==> src/rtl/arm_fetch_pkg.sv <==
// Shared types and constants for the instruction fetch stage.
package arm_fetch_pkg;

  typedef enum logic [1:0] {
    IDLE    = 2'd0,
    REQ     = 2'd1,
    DISCARD = 2'd2
  } fetch_state_e;

  localparam int unsigned WORD_BYTES           = 4;
  localparam logic [31:0] DEFAULT_RESET_VECTOR = 32'h0000_0000;

  typedef struct packed {
    logic [31:0] data;
    logic [31:0] pc;
    logic        abort;
  } fetch_entry_t;

  localparam int unsigned ENTRY_W = $bits(fetch_entry_t);

endpackage

==> src/rtl/fetch_fifo.sv <==
// Prefetch buffer: synchronous FIFO with flush; push while full is accepted
// only when a pop happens in the same cycle.
module fetch_fifo #(
  parameter int unsigned DEPTH = 4,
  parameter int unsigned WIDTH = 65
) (
  input  logic                     clk1,
  input  logic                     rst_n,
  input  logic                     push,
  input  logic                     pop,
  input  logic                     flush,
  input  logic [WIDTH-1:0]         wdata,
  output logic [WIDTH-1:0]         rdata,
  output logic [$clog2(DEPTH):0]   count,
  output logic                     full,
  output logic                     empty
);

  localparam int unsigned AW = $clog2(DEPTH);
  localparam logic [AW:0] FULL_C = (AW+1)'(DEPTH);

  logic [WIDTH-1:0] mem [DEPTH];
  logic [AW-1:0]    wr_ptr;
  logic [AW-1:0]    rd_ptr;
  logic             do_push;
  logic             do_pop;

  assign empty   = (count == '0);
  assign full    = (count == FULL_C);
  assign do_pop  = pop && !empty && !flush;
  assign do_push = push && (!full || do_pop) && !flush;
  assign rdata   = mem[rd_ptr];

  always_ff @(posedge clk1 or negedge rst_n) begin
    if (!rst_n) begin
      wr_ptr <= '0;
      rd_ptr <= '0;
      count  <= '0;
    end else if (flush) begin
      wr_ptr <= '0;
      rd_ptr <= '0;
      count  <= '0;
    end else begin
      if (do_push) wr_ptr <= wr_ptr + 1'b1;
      if (do_pop)  rd_ptr <= rd_ptr + 1'b1;
      case ({do_push, do_pop})
        2'b10:   count <= count + 1'b1;
        2'b01:   count <= count - 1'b1;
        default: count <= count;
      endcase
    end
  end

  // NOTE: storage is deliberately not reset; the count gates every read, so
  // stale contents are never observed and the array can map onto plain RAM.
  always_ff @(posedge clk1) begin
    if (do_push) mem[wr_ptr] <= wdata;
  end

endmodule

==> src/rtl/fetch_unit.sv <==
// Instruction fetch/prefetch stage: memory req/ack handshake, PC sequencing,
// redirect handling and a prefetch FIFO feeding decode.
module fetch_unit
  import arm_fetch_pkg::*;
#(
  parameter int unsigned DEPTH        = 4,
  parameter logic [31:0] RESET_VECTOR = DEFAULT_RESET_VECTOR
) (
  input  logic                   clk1,
  input  logic                   rst_n,
  output logic                   mem_req,
  output logic [31:0]            mem_addr,
  input  logic                   mem_ack,
  input  logic [31:0]            mem_rdata,
  input  logic                   mem_abort,
  output logic                   inst_valid,
  input  logic                   inst_ready,
  output logic [31:0]            inst_data,
  output logic [31:0]            inst_pc,
  output logic                   inst_abort,
  input  logic                   branch_valid,
  input  logic [31:0]            branch_target,
  output logic [$clog2(DEPTH):0] fifo_count
);

  localparam int unsigned CW = $clog2(DEPTH) + 1;
  localparam logic [CW-1:0] DEPTH_C = CW'(DEPTH);

  fetch_state_e state_q;
  fetch_state_e state_d;
  logic [31:0]  fetch_pc;
  logic [31:0]  stale_addr;
  logic         push;
  logic         pop;
  logic         fifo_full;
  logic         fifo_empty;
  logic [CW-1:0] occ_after_pop;
  fetch_entry_t wr_entry;
  fetch_entry_t head;

  assign inst_valid    = !fifo_empty;
  assign pop           = inst_valid && inst_ready && !branch_valid;
  assign occ_after_pop = fifo_count - {{(CW-1){1'b0}}, pop};
  assign wr_entry      = '{data: mem_rdata, pc: fetch_pc, abort: mem_abort};

  // NOTE: sequential state is written with <= only, so every process sees the
  // pre-edge values regardless of evaluation order.
  always_ff @(posedge clk1 or negedge rst_n) begin
    if (!rst_n) state_q <= IDLE;
    else        state_q <= state_d;
  end

  // NOTE: state_d gets a default before the case, so no path leaves it
  // unassigned and no latch is inferred.
  always_comb begin
    state_d = state_q;
    unique case (state_q)
      IDLE: begin
        if (branch_valid || (occ_after_pop < DEPTH_C)) state_d = REQ;
      end
      REQ: begin
        if (branch_valid)
          state_d = mem_ack ? REQ : DISCARD;
        else if (mem_ack)
          state_d = ((occ_after_pop + 1'b1) < DEPTH_C) ? REQ : IDLE;
      end
      DISCARD: begin
        if (mem_ack) state_d = REQ;
      end
      default: state_d = IDLE;
    endcase
  end

  // The old request stays on the bus in DISCARD until memory answers it.
  always_comb begin
    mem_req  = (state_q != IDLE);
    mem_addr = (state_q == DISCARD) ? stale_addr : fetch_pc;
    push     = (state_q == REQ) && mem_ack && !branch_valid && (!fifo_full || pop);
  end

  always_ff @(posedge clk1 or negedge rst_n) begin
    if (!rst_n) begin
      fetch_pc   <= RESET_VECTOR;
      stale_addr <= RESET_VECTOR;
    end else begin
      if (branch_valid)  fetch_pc <= branch_target & ~32'd3;
      else if (push)     fetch_pc <= fetch_pc + 32'(WORD_BYTES);
      if ((state_q == REQ) && branch_valid && !mem_ack) stale_addr <= fetch_pc;
    end
  end

  fetch_fifo #(
    .DEPTH (DEPTH),
    .WIDTH (ENTRY_W)
  ) u_fifo (
    .clk1  (clk1),
    .rst_n (rst_n),
    .push  (push),
    .pop   (pop),
    .flush (branch_valid),
    .wdata (wr_entry),
    .rdata (head),
    .count (fifo_count),
    .full  (fifo_full),
    .empty (fifo_empty)
  );

  assign inst_data  = fifo_empty ? 32'd0 : head.data;
  assign inst_pc    = fifo_empty ? 32'd0 : head.pc;
  assign inst_abort = fifo_empty ? 1'b0  : head.abort;

endmodule

==> config.mk <==
export PLATFORM = sky130hd
export DESIGN_NAME = fetch_unit
export DESIGN_NICKNAME = d
export VERILOG_FILES = /design/src/rtl/arm_fetch_pkg.sv /design/src/rtl/fetch_fifo.sv /design/src/rtl/fetch_unit.sv
export SDC_FILE = /design/constraint.sdc
export NUM_CORES = 1
export LEC_CHECK = 0
export CAP_MARGIN = 20
export CORE_MARGIN = 1
export CORE_UTILIZATION = 55
export DETAILED_ROUTE_END_ITERATION = 8
export PLACE_DENSITY_LB_ADDON = 0.12
export REMOVE_ABC_BUFFERS = 1
export SLEW_MARGIN = 20
export SYNTH_ARGS = -nofsm -noshare
export SYNTH_HDL_FRONTEND = slang
export SYNTH_SLANG_ARGS = --single-unit
==> constraint.sdc <==
create_clock -name clk1 -period 3.2 [get_ports clk1]
set_clock_uncertainty 0.1 [all_clocks]
set_input_delay 0.64 -clock clk1 [delete_from_list [all_inputs] [get_ports clk1]]
set_output_delay 0.64 -clock clk1 [all_outputs]
set_load 0.03 [all_outputs]
==> run metrics <==
most instantiated cells after synthesis 252 x edfxtp_1, 70 x and2_1, 69 x dfrtp_1; setup violators final 0; clock sink count between 300 and 400; crit-path max FO 17; Synth Instances between 800 and 900; share of the synthesized area in the top cell type 0.559; Core Rows 57; global-route wire length before repair around 44,000 um; complex-gate fraction of the synthesized area 0.0330; class of the worst hold path input port to asynchronous set/reset pin; number of synthesized flops with an enable pin between 200 and 300; GR Layer Usage met1 0.308; largest net degree at the start of global routing 70; Synth Register Bits 321; initial antenna violation count 2; layout cell share with drive strength beyond 1 0.236; Yosys warning count 0; xor and xnor area share after synthesis 0.00647; global route hottest layer met2; Synth Flop Type edfxtp_1; met3 usage 0.0337; antenna cells 0; CP arrival about 2.4 ns; top cells by area, synth edfxtp_1 56%, dfrtp_1 13%, mux4_2 10%; Detail Route Antenna Nets 0; number of detailed-route iterations in the first pass 5; Die Area around 0.025 mm^2; Core Region 0.0242 mm^2; register area share after synthesis 0.687; largest family of logic cells by synthesized area multiplexers; CTS Root Cell clkbuf_16; WS Path Type register to output pin; maximum vdd drop 0.531 mV; Storage cell area 0.00930 mm^2; setup TNS 0 ns; Tcrit/Tclk final 0.974; TritonCTS clock tree built; final core utilization 0.691; crit end category output pin; Routability Congestion between 0.8 and 0.9; Worst-Margin Slew 0.912 ns; CP startpoint kind register; GR Layer Usage met2 0.372; clock buffer depth 3; Die Span Y approximately 160 um; multi-input logic area between 0.003 and 0.004 mm^2; Synth Area in Adders 0.00795; most common cell in the synthesized netlist edfxtp_1; number of DRC markers in iteration 0 479; Area growth syn-to-layout 23.9%; Final Power roughly 0.014 W; Leakage between 5 and 6 nW; TritonCTS buffer count 31; ys async rst share 0.215; nets roughly 1,100; Routed WL per cell 20.9 um; unrepaired setup endpoints after global routing true; Vias/cell roughly 5.8; Mean Syn Cell Area approximately 17 um^2; Simple-Gate Fraction of Synth Area 0.0901; grt ovf 0; mux contribution to synthesized area 0.155; Synth cell types 49; final wirelength between 20,000 and 30,000 um; status completed; max cap viols 0; Pwr Density around 840 mW/mm^2; IO Count 172; Non-Filler Instances around 1,300; worst reg-to-reg setup slack 0.40 ns; hold slack roughly 0.12 ns; fmax ~0.32 GHz; Syn Std Cell Area roughly 0.014 mm^2; overall routing resource usage 0.224; DP HPWL 17,000 um; Crit path required time 2.46 ns; Die W 159 um; Initial Utilization 0.558; vias in the first global route slightly below 8,000; clock-pin slew on the worst setup and hold paths around 0.06 ns; dominant cell type by area after synthesis edfxtp_1; via count about 7,700; placed insts 1,267; clock latency at the later pin of the worst-skew pair approximately 0.55 ns; DRC Markers 0; H-tree level count 1; crit path time final between 3 and 4 ns; IO Port Bufs ~170; Slew HR 0.392; final-report max-slew violation count 0; number of fill cells ~1,600; Fin. Hold Viols 0
==> path summary, 6_finish.rpt <==
check | startpoint | endpoint | depth (start not counted)
worst max-delay path | u_fifo.rd_ptr[0]$_DFFE_PN0P_ | inst_pc[8] | 4
worst min-delay path | rst_n | stale_addr[16]$_DFFE_PN0P_ | 1
worst max register to register | u_fifo.count[1]$_DFFE_PN0P_ | u_fifo.count[2]$_DFFE_PN0P_ | 5
worst min register to register | stale_addr[23]$_DFFE_PN0P_ | stale_addr[23]$_DFFE_PN0P_ | 1
max in group asynchronous | rst_n | u_fifo.rd_ptr[1]$_DFFE_PN0P_ | 1
min in group clk1 | stale_addr[23]$_DFFE_PN0P_ | stale_addr[23]$_DFFE_PN0P_ | 1
==> timing repair <==
action,4_1_cts,5_1_grt
hold buffers,0,0
buffers inserted,0,1
cloned,0,2
resized for setup,81,15
setup endpoints to repair,79,21
==> worst max-delay path, cell delays in order, from the launching register on <==
cell	delay, ns
dfrtp_4	0.54
buf_16	0.22
mux4_2	0.50
and2_1	0.20
clkdlybuf4s15_1	0.35
==> cells in the final DEF, fill, tap and decap left out, types with 3 or more instances in the layout <==
cell             count
edfxtp_1           252
clkdlybuf4s50_1     71
dlygate4sd2_1       68
and2_1              66
dfrtp_1             66
mux4_2              63
mux2_2              59
clkbuf_16           35
buf_4               30
nor2_1              24
nand3_1             20
nand2_1             19
o21ai_0             17
o31ai_1             16
a31oi_1             16
nand4_1             14
buf_12              14
or4_1               10
or3_1                9
nor3_1               8
clkbuf_1             8
clkdlybuf4s15_1      8
inv_1                7
ha_1                 7
clkinv_2             7
xnor2_1              6
a21oi_1              6
and4_1               6
nor2b_1              6
a22oi_1              6
clkbuf_8             6
and2_4               4
and3_1               4
xor2_1               4
conb_1               4
nor3b_1              3
clkbuf_2             3
==> power by group <==
part           internal [W]  switching [W]
Sequential          0.00504       0.000355
Combinational       0.00223        0.00296
Clock               0.00210        0.00147
Total               0.00937        0.00479
==> stage by stage <==
step / area (um^2) / worst slack [ns]
floorplan: 13300 / -1.79
finish: 16800 / 0.0828
global route: 16800 / -0.00156
detailed placement: 15800 / 0.219
global placement: 15800 / 0.283
CTS: 16700 / 0.0129
==> layer usage <==
layer	up-vias	part of all wire
met5	-	0.00086
met3	43	0.057
met1	3939	0.43
met2	265	0.50
li1	3492	-
met4	4	0.016
==> final cells by class <==
type | instances | share of cell area
Timing Repair Buffer | 198 | 0.120
Clock inverter | 11 | 0.00530
Sequential cell | 321 | 0.555
Multi-Input combinational cell | 420 | 0.238
Tap cell | 324 | 0.0242
Clock buffer | 47 | 0.0560
Inverter | 7 | 0.00157
==> logic make-up after synthesis <==
logic type | Yosys count
AOI/OAI and AO/OA | 69
muxes | 123
adders and majority gates | 8
other | 1
xor gates and xnor gates | 10
buffers and inverters | 63
DFF | 321
and+or+nand+nor | 206
==> sequential cells by signal, indices dropped and copies added, names as in the netlist <==
name           flops
state_q            2
u_fifo.rd_ptr      2
u_fifo.wr_ptr      2
fetch_pc          30
u_fifo.mem       252
u_fifo.count       3
stale_addr        30
No activity file was read; power rests on OpenSTA's default activity.
